## config.mk

```make
export PLATFORM = sky130hd
export DESIGN_NAME = cobra_stim_seq
export DESIGN_NICKNAME = d
export VERILOG_FILES = /design/src/rtl/cobra_stim_seq.sv
export SDC_FILE = /design/constraint.sdc
export NUM_CORES = 1
export LEC_CHECK = 0
export CORE_MARGIN = 1.5
export CORE_UTILIZATION = 40
export DETAILED_ROUTE_END_ITERATION = 16
export MAX_ROUTING_LAYER = met4
export PLACE_DENSITY_LB_ADDON = 0.08
export SLEW_MARGIN = 15
export SYNTH_ARGS = -nofsm -noshare
export SYNTH_HDL_FRONTEND = slang
export SYNTH_SLANG_ARGS = --single-unit
```

## constraint.sdc

```tcl
create_clock -name CLK -period 9.82 [get_ports CLK]
set_input_delay 1.964 -clock CLK [delete_from_list [all_inputs] [get_ports CLK]]
set_output_delay 1.964 -clock CLK [all_outputs]
set_load 0.03 [all_outputs]
```

## src/rtl/cobra_stim_seq.sv

```systemverilog
// Table-driven stimulus sequencer for the Cobra core.
// Replays loaded steps on IN/RST and scores OUT against expected values.
module cobra_stim_seq #(
  parameter  int WIDTH  = 32,
  parameter  int DEPTH  = 16,
  parameter  int HOLD_W = 8,
  localparam int AW     = $clog2(DEPTH)
) (
  input  logic              CLK,
  input  logic              RST,
  input  logic              WR_EN,
  input  logic [AW-1:0]     WR_ADDR,
  input  logic [WIDTH-1:0]  WR_IN,
  input  logic              WR_RST,
  input  logic [HOLD_W-1:0] WR_HOLD,
  input  logic [WIDTH-1:0]  WR_EXP,
  input  logic              WR_CHK,
  input  logic [AW:0]       LEN,
  input  logic              START,
  output logic [WIDTH-1:0]  DUT_IN,
  output logic              DUT_RST,
  input  logic [WIDTH-1:0]  DUT_OUT,
  output logic              BUSY,
  output logic              DONE,
  output logic [AW-1:0]     STEP,
  output logic [AW:0]       ERR_CNT,
  output logic [AW-1:0]     FIRST_ERR,
  output logic [WIDTH-1:0]  FIRST_OBS
);

  typedef enum logic [1:0] {IDLE, RUN, FIN} state_t;

  localparam logic [AW:0] LMAX = (AW+1)'(DEPTH);

  state_t            state_q;
  logic [WIDTH-1:0]  mem_in_q   [DEPTH];
  logic              mem_rst_q  [DEPTH];
  logic [HOLD_W-1:0] mem_hold_q [DEPTH];
  logic [WIDTH-1:0]  mem_exp_q  [DEPTH];
  logic              mem_chk_q  [DEPTH];

  logic [WIDTH-1:0]  dut_in_q;
  logic              dut_rst_q;
  logic              busy_q;
  logic              done_q;
  logic [AW-1:0]     step_q;
  logic [AW:0]       err_cnt_q;
  logic [AW-1:0]     first_err_q;
  logic [WIDTH-1:0]  first_obs_q;
  logic [HOLD_W-1:0] cnt_q;
  logic [AW:0]       len_q;

  logic [AW:0]       len_d;
  logic [AW:0]       step_inc_d;
  logic [AW-1:0]     step_nxt_d;
  logic              miss_d;

  function automatic logic [HOLD_W-1:0] hold1(input logic [HOLD_W-1:0] h);
    return (h == '0) ? HOLD_W'(1) : h;
  endfunction

  assign len_d      = (LEN > LMAX) ? LMAX : LEN;
  assign step_inc_d = {1'b0, step_q} + (AW+1)'(1);
  assign step_nxt_d = step_inc_d[AW-1:0];
  assign miss_d     = mem_chk_q[step_q] && (DUT_OUT != mem_exp_q[step_q]);

  // Table is plain storage: no reset, loadable only while idle.
  always_ff @(posedge CLK) begin
    if (!RST && WR_EN && state_q == IDLE) begin
      mem_in_q[WR_ADDR]   <= WR_IN;
      mem_rst_q[WR_ADDR]  <= WR_RST;
      mem_hold_q[WR_ADDR] <= WR_HOLD;
      mem_exp_q[WR_ADDR]  <= WR_EXP;
      mem_chk_q[WR_ADDR]  <= WR_CHK;
    end
  end

  always_ff @(posedge CLK) begin
    if (RST) begin
      state_q     <= IDLE;
      dut_in_q    <= '0;
      dut_rst_q   <= 1'b0;
      busy_q      <= 1'b0;
      done_q      <= 1'b0;
      step_q      <= '0;
      err_cnt_q   <= '0;
      first_err_q <= '0;
      first_obs_q <= '0;
      cnt_q       <= '0;
      len_q       <= '0;
    end else begin
      done_q <= 1'b0;
      unique case (state_q)
        IDLE: begin
          if (START) begin
            err_cnt_q   <= '0;
            first_err_q <= '0;
            first_obs_q <= '0;
            len_q       <= len_d;
            if (len_d != '0) begin
              state_q   <= RUN;
              busy_q    <= 1'b1;
              step_q    <= '0;
              dut_in_q  <= mem_in_q[0];
              dut_rst_q <= mem_rst_q[0];
              cnt_q     <= hold1(mem_hold_q[0]);
            end else begin
              state_q <= FIN;
              done_q  <= 1'b1;
            end
          end
        end
        RUN: begin
          if (cnt_q == HOLD_W'(1)) begin
            if (miss_d) begin
              err_cnt_q <= err_cnt_q + (AW+1)'(1);
              if (err_cnt_q == '0) begin
                first_err_q <= step_q;
                first_obs_q <= DUT_OUT;
              end
            end
            // Last compare of the run ends the burst; otherwise advance.
            if (step_inc_d == len_q) begin
              state_q   <= FIN;
              busy_q    <= 1'b0;
              done_q    <= 1'b1;
              dut_in_q  <= '0;
              dut_rst_q <= 1'b0;
            end else begin
              step_q    <= step_nxt_d;
              dut_in_q  <= mem_in_q[step_nxt_d];
              dut_rst_q <= mem_rst_q[step_nxt_d];
              cnt_q     <= hold1(mem_hold_q[step_nxt_d]);
            end
          end else begin
            cnt_q <= cnt_q - HOLD_W'(1);
          end
        end
        FIN:     state_q <= IDLE;
        default: state_q <= IDLE;
      endcase
    end
  end

  assign DUT_IN    = dut_in_q;
  assign DUT_RST   = dut_rst_q;
  assign BUSY      = busy_q;
  assign DONE      = done_q;
  assign STEP      = step_q;
  assign ERR_CNT   = err_cnt_q;
  assign FIRST_ERR = first_err_q;
  assign FIRST_OBS = first_obs_q;

endmodule

```

# Yosys cells after proc, flatten, opt, wreduce, memory -nomap -nowiden
# Memories as Yosys holds them, arrays and structs flattened. A register that Yosys moved wholly into a read port is not among the register bits.
# Cells that the tools add are included.
# word_totals
register_bits	95
inputBits	119
n_memories	5
output_inout_bits	80
ramBits	1184
# classes
addsub	3
n_eq_ne	12
mux	58
order_cmp	1
reduce_logical	18
# mem_list
memory	words	width	rd	rd_ports_with_merged_regs	write_ports	line_no	text
mem_exp_q	16	32	1	1	1	39	logic [WIDTH-1:0] mem_exp_q [DEPTH];
mem_in_q	16	32	2	0	1	36	logic [WIDTH-1:0] mem_in_q [DEPTH];
mem_hold_q	16	8	2	0	1	38	logic [HOLD_W-1:0] mem_hold_q [DEPTH];
mem_chk_q	16	1	1	1	1	40	logic mem_chk_q [DEPTH];
mem_rst_q	16	1	2	0	1	37	logic mem_rst_q [DEPTH];
# op_table
op	n
32-bit 2-to-1 mux	8
32-bit case mux with 2 select lines	2
4-bit 2-to-1 mux	12
8-bit 2-to-1 mux	6
32-bit inequality test	1
5-bit 2-to-1 mux	4
8-bit zero test	2
4-bit case mux with 2 select lines	2
8-bit case mux with 2 select lines	1
5-bit AND reduction	3
1-bit 2-to-1 mux	14
2-bit inequality test, second input constant	6
4-bit AND reduction	3
5-bit case mux with 2 select lines	1
8-bit by 1-bit equality test with 1-bit output, second input constant	1
2-bit 2-to-1 mux	4
8-bit by 1-bit subtractor with 8-bit output, second input constant	1
1-bit case mux with 2 select lines	3
4-bit by 1-bit adder with 5-bit output, second input constant	1
5-bit by 1-bit adder with 5-bit output, second input constant	1
5-bit equality test	1
5-bit > comparator, second input constant	1
5-bit zero test	1
5-bit nonzero test	1
10 further kinds	12

# Logic depth before layout (Yosys ltp)
# Gate-level depths: netlist (run 1).
# depth
depth_word	8
ltp_mapped	17
ltp_nobuf	11

# Worst setup path before layout (run 1)
# Ideal clock, no wire load.
# synth_timing
path_kind	in2reg
startpoint	input RST
endpoint	memory mem_chk_q[0] (enable)
stages	4
setup_slack_ns	1.514
required_time_ns	9.222
t_arrival_ns	7.708
cell_sequence	clkbuf_1 nand3b_1 or3_1 nor3_1
# synth_via
elab_chain_len	5
# synth_lines
item	line_no	text
start, declared	10	input logic RST,
1-bit zero test	69	if (!RST && WR_EN && state_q == IDLE) begin
1-bit logical AND (2 in series)	69	
1-bit 2-to-1 mux	69	
1-bit 2-to-1 mux (implied by the code)	74	mem_chk_q[WR_ADDR] <= WR_CHK;
end, declared	40	
# No other way between the ends.

==> metrics.txt, run 1 <==
critical-path cell list=buf_4 > nor2b_1 > a221oi_1 > xnor2_1 > a41oi_1 > or4_1 > nor4b_2 > a41o_1 > or3_4 > mux2i_1; die height=357 microns; Netlist Area Pre-Place=50200 sq um; Static Leak=18.1 nW; largest net degree at the start of global routing=110; worst skew pair latency=0.74 ns; sequential area share after synthesis=0.747; Setup Skew=0.0266 ns; Final Cycle Share=0.546; post-layout util=0.472; Die Area=128000 sq um; ys flop type=edfxtp_1; Crit. End Element=register; VDD IR max=0.000187 V; Root Buffer=clkbuf_16; total grt overflow=0; Max H-tree Level=4; status=completed; most common cell after layout, fill and taps aside=edfxtp_1; Setup CP Type=reg -> reg; Final Hold Vio Count=0; Syn. warnings=0; Max clock buf depth=3; syn avg cell area=19.8 sq um; initial antenna violation count=22; post-place setup slack=3.81 ns; first-pass GRT wire length=191000 microns; global routing usage on met2=0.341; CP max stage delay=0.87 ns; Pwr Density=200 nW/um^2; min-delay worst type=reg -> reg; slew margin rel.=0.259; synthesis-to-finish area growth=16.7%; DRC=0; critical path launch point type=register; Post-CTS Setup Bufs=0; Total GRT Usage=0.217; drt first-iter violations=2099; PnR worst setup slack=4.46 ns; hpwl dp=69300 microns; Post-synth EDFFs=1184; Slew Viols, Final=0; number of routed nets with antenna violations=0; Mapped Nets=2656; fraction of layout cells with a size suffix above 1=0.197; Pre-antenna DRT Iters=7; CP max FO=41; Vias/cell=5.56; MaxCap Viol Count=0; RSZ-0062 raised after global routing=false; setup_tns=0 ns; number of port buffers=198; fmax=187 MHz; M1 GR Usage=0.288; CTS Hold Buffers Added=0; row count=129; filler cell count=10344; worst hold margin=0.459 ns; GR Layer Usage met3=0.0410; post-cts sizing count=0; CORE AREA=124000 sq um; I/O Pins=199; commonest non-fill, non-tap cells in the layout=edfxtp_1 (1184), mux4_2 (275), clkdlybuf4s50_1 (197); DR WL/cell=29.2 microns; Num CTS Buffers=140; arrival time at the worst endpoint=6.00 ns; Initial Utilization=0.405; register bit total from synthesis=1283; layer with the highest usage=met2; Cells after Synth=2532; CP required=10.47 ns; Slew @ Worst Pin=1.11 ns; nets=2900; Async SR Flop Fraction=0; Reg area=37600 sq um; Yosys cell types=61; clock sink count=1283; slowest CP cell=nor2b_1; final wirelength=133000 microns; clock slew at reported path FFs=0.06 ns; setup violators final=0; number of global-route vias before repair=26552; Tot Pwr=11.7 mW; CTS tree=done; Via Count=25253; Horiz. Die Dim=357 microns; Tmin final=5.36 ns; GPL Wtd Cong=0.762; area of the multi-input gates=12100 sq um
-- cell families after synthesis --
logic type,synth area share
DFF,0.747
muxes,0.157
and+or+nand+nor,0.0343
AOI/OAI and AO/OA,0.0317
buffers and inverters,0.0166
xor gates and xnor gates,0.0120
adders and majority gates,0.00125
-- layout make-up --
type | instances | area share
flip-flops and latches | 1283 | 0.641
multi-input cells | 1093 | 0.206
clock buffers | 183 | 0.0648
repair buffers | 250 | 0.0421
well taps | 1637 | 0.0349
clock inverters | 71 | 0.0105
diodes | 17 | 0.000726
inverters | 8 | 0.000512
-- sequential cells by signal, indices dropped and copies added (netlist names), 8 cells and up, named ones only --
register    flops
cnt_q           8
mem_hold_q    128
FIRST_OBS      32
mem_in_q      512
mem_rst_q      16
DUT_IN         32
mem_chk_q      16
mem_exp_q     512
-- report_power, final --
group	internal, mW	total [mW]	switching (mW)
Sequential	6.02	6.05	0.0341
Clock	2.98	5.08	2.09
Combinational	0.241	0.604	0.362
-- synth_stat cells, types with 11 or more instances --
library cell,instances,share of area
a2111oi_0,33,0.0058
a211oi_1,83,0.012
a21oi_1,33,0.0033
buf_1,19,0.0014
buf_2,16,0.0016
buf_4,19,0.0028
buf_6,12,0.0027
clkbuf_1,77,0.0058
dfxtp_1,99,0.039
edfxtp_1,1184,0.71
mux2_2,16,0.0036
mux2i_1,150,0.030
mux4_2,275,0.12
nand2_1,110,0.0082
nand3_1,18,0.0018
nor2_1,91,0.0068
nor2b_1,47,0.0059
nor3_1,49,0.0049
o21ai_0,11,0.0011
xnor2_1,39,0.0068
xor2_1,30,0.0052
-- metal layers --
layer,vias up,part of all wire
met4,0,0.022
li1,10905,-
met2,658,0.48
met5,-,0
met3,194,0.054
met1,13496,0.44
-- path summary, 6_finish.rpt --
path	startpoint	endpoint	slack, ns	cells after the start
setup / recovery	register	FIRST_OBS[19]	4.46	10
hold / removal	FIRST_OBS[30]	FIRST_OBS[30]	0.46	2
setup reg to reg	register	FIRST_OBS[19]	4.46	10
hold reg to reg	FIRST_OBS[30]	FIRST_OBS[30]	0.46	2
-- through the flow --
stage          instances  cell area, sq um
2_1_floorplan       2532             50200
3_3_place_gp        4270             54100
3_5_place_dp        4270             54100
4_1_cts             4524             58500
5_1_grt             4541             58600
6_report            4542             58600
-- worst max-delay path, delay by kind of cell (launching register included) --
| kind | cells | cell delay, ns |
|---|---|---|
| AO/OA/AOI/OAI | 3 | 0.78 |
| XOR/XNOR | 1 | 0.20 |
| buffers and inverters | 1 | 0.69 |
| flip-flops | 1 | 0.76 |
| multiplexers | 1 | 0.26 |
| AND/OR/NAND/NOR | 4 | 2.45 |
(Power assumes the default switching activity.)
==> inputs of run 2 (changes only) <==
==> constraint.sdc (replaced) <==
create_clock -name CLK -period 5.4 [get_ports CLK]
set_input_delay 1.08 -clock CLK [delete_from_list [all_inputs] [get_ports CLK]]
set_output_delay 1.08 -clock CLK [all_outputs]
set_load 0.03 [all_outputs]
==> metrics.txt, run 2 (synthesis gave the netlist of run 1 again) <==
status=completed; clock sink count=1283; hold depth=2; Total GRT Usage=0.216; reg-to-reg slack, setup=0.83 ns; Tmin final=4.57 ns; global routing usage on met2=0.335; Pre-antenna DRT Iters=5; Num CTS Buffers=141; CORE AREA=124000 sq um; RSZ-0062 raised after global routing=false; Max clock buf depth=3; row count=129; final wirelength=132000 microns; Int Pwr=17.1 mW; number of port buffers=198; MaxCap Viol Count=0; most common cell after layout, fill and taps aside=edfxtp_1; largest net degree at the start of global routing=79; DRC=0; Setup CP Type=reg -> reg; fraction of layout cells with a size suffix above 1=0.208; setup violators final=0; sequential power share=0.508; Post-CTS Setup Bufs=0; placed cell area=54700 sq um; setup_tns=0 ns; Final Cycle Share=0.845; GPL Wtd Cong=0.786; CP required=6.05 ns; Horiz. Die Dim=357 microns; nets=2929; post-place setup slack=0.617 ns; DR WL/cell=28.9 microns; Final Hold Vio Count=0; worst hold margin=0.458 ns; r2r worst-path depth=12; die height=357 microns; I/O Pins=199; number of global-route vias before repair=26625; synthesis-to-finish area growth=18.2%; Largest regs=mem_exp_q (512), mem_in_q (512), mem_hold_q (128); Pwr Density=365 nW/um^2; Logic pwr share=0.052; CP max FO=40; drt first-iter violations=2506; finished layout cell area=59400 sq um; worst skew pair latency=0.74 ns; critical path launch point type=register; PnR worst setup slack=0.835 ns; VDD IR max=0.000315 V; Crit Reg-Reg Endpoint=FIRST_OBS[10]; Crit. End Element=register; worst hold start=FIRST_OBS[30]; hpwl dp=72600 microns; CTS Hold Buffers Added=0; min-delay worst type=reg -> reg; CTS tree=done; slew margin rel.=0.212; Setup Skew=0.0309 ns; Slew Viols, Final=0; power share of the clock group=0.440; total grt overflow=0; number of routed nets with antenna violations=0; initial antenna violation count=15; Worst Hold Path EP=FIRST_OBS[30]; arrival time at the worst endpoint=5.22 ns; commonest non-fill, non-tap cells in the layout=edfxtp_1 (1184), mux4_2 (275), clkdlybuf4s50_1 (197); fmax=219 MHz; clock slew at reported path FFs=0.06 ns; Via Count=25443; Vias/cell=5.57; Max H-tree Level=4; Static Leak=18.5 nW; first-pass GRT wire length=190000 microns; Non-Filler Instances=4566; NetSw=4.56 mW; M1 GR Usage=0.292; layer with the highest usage=met2; Tot Pwr=21.6 mW; Initial Utilization=0.405; post-layout util=0.478; Sw Share=0.210; placed cell count=4298; Slew @ Worst Pin=1.18 ns; post-cts sizing count=0; Root Buffer=clkbuf_16; Die Area=128000 sq um; GR Layer Usage met3=0.0401
-- run 2: cell type report --
cell class | count | area [sq um]
antenna | 11 | 27.5
clock buffer | 186 | 3860
clock inverter | 70 | 724
fill | 10232 | 64800
inverter | 8 | 30.0
multi-input combinational | 1093 | 12100
sequential | 1283 | 37600
tap | 1637 | 2050
timing repair buffer | 278 | 3040
-- run 2: power groups by stage --
stage	clock network (mW)	registers, mW	logic [mW]
finish	9.53	11.0	1.11
global route	10.1	11.0	1.20
CTS	9.74	11.0	1.13
detailed placement	0	11.2	1.12
global placement	0	11.2	1.11
floorplan	0	11.2	0.560
-- run 2: worst max-delay path by stage --
stage / start / end / depth (start not counted)
after floorplan: RST / mem_chk_q[1] / 4
after global placement: DUT_OUT[5] / FIRST_OBS[26] / 11
after detailed placement: DUT_OUT[5] / FIRST_OBS[26] / 11
after CTS: register / FIRST_OBS[10] / 12
after global routing: register / FIRST_OBS[18] / 12
final: register / FIRST_OBS[10] / 12
-- run 2: worst max-delay path, stage by stage (launching register included) --
cell	delay, ns
dfxtp_4	0.57
buf_4	0.32
nor2_1	0.87
a22o_1	0.25
a221oi_1	0.06
xor2_1	0.20
nor3_1	0.34
nand4_1	0.22
a211oi_1	0.40
a41o_1	0.45
or3_4	0.21
buf_12	0.25
mux2i_1	0.23
-- run 2: routing by layer --
layer	part of all wire	up-vias	routed length (microns)
li1	-	10986	-
met1	0.44	13593	58500
met2	0.48	669	63400
met3	0.053	195	6980
met4	0.023	0	3060
met5	0	-	0
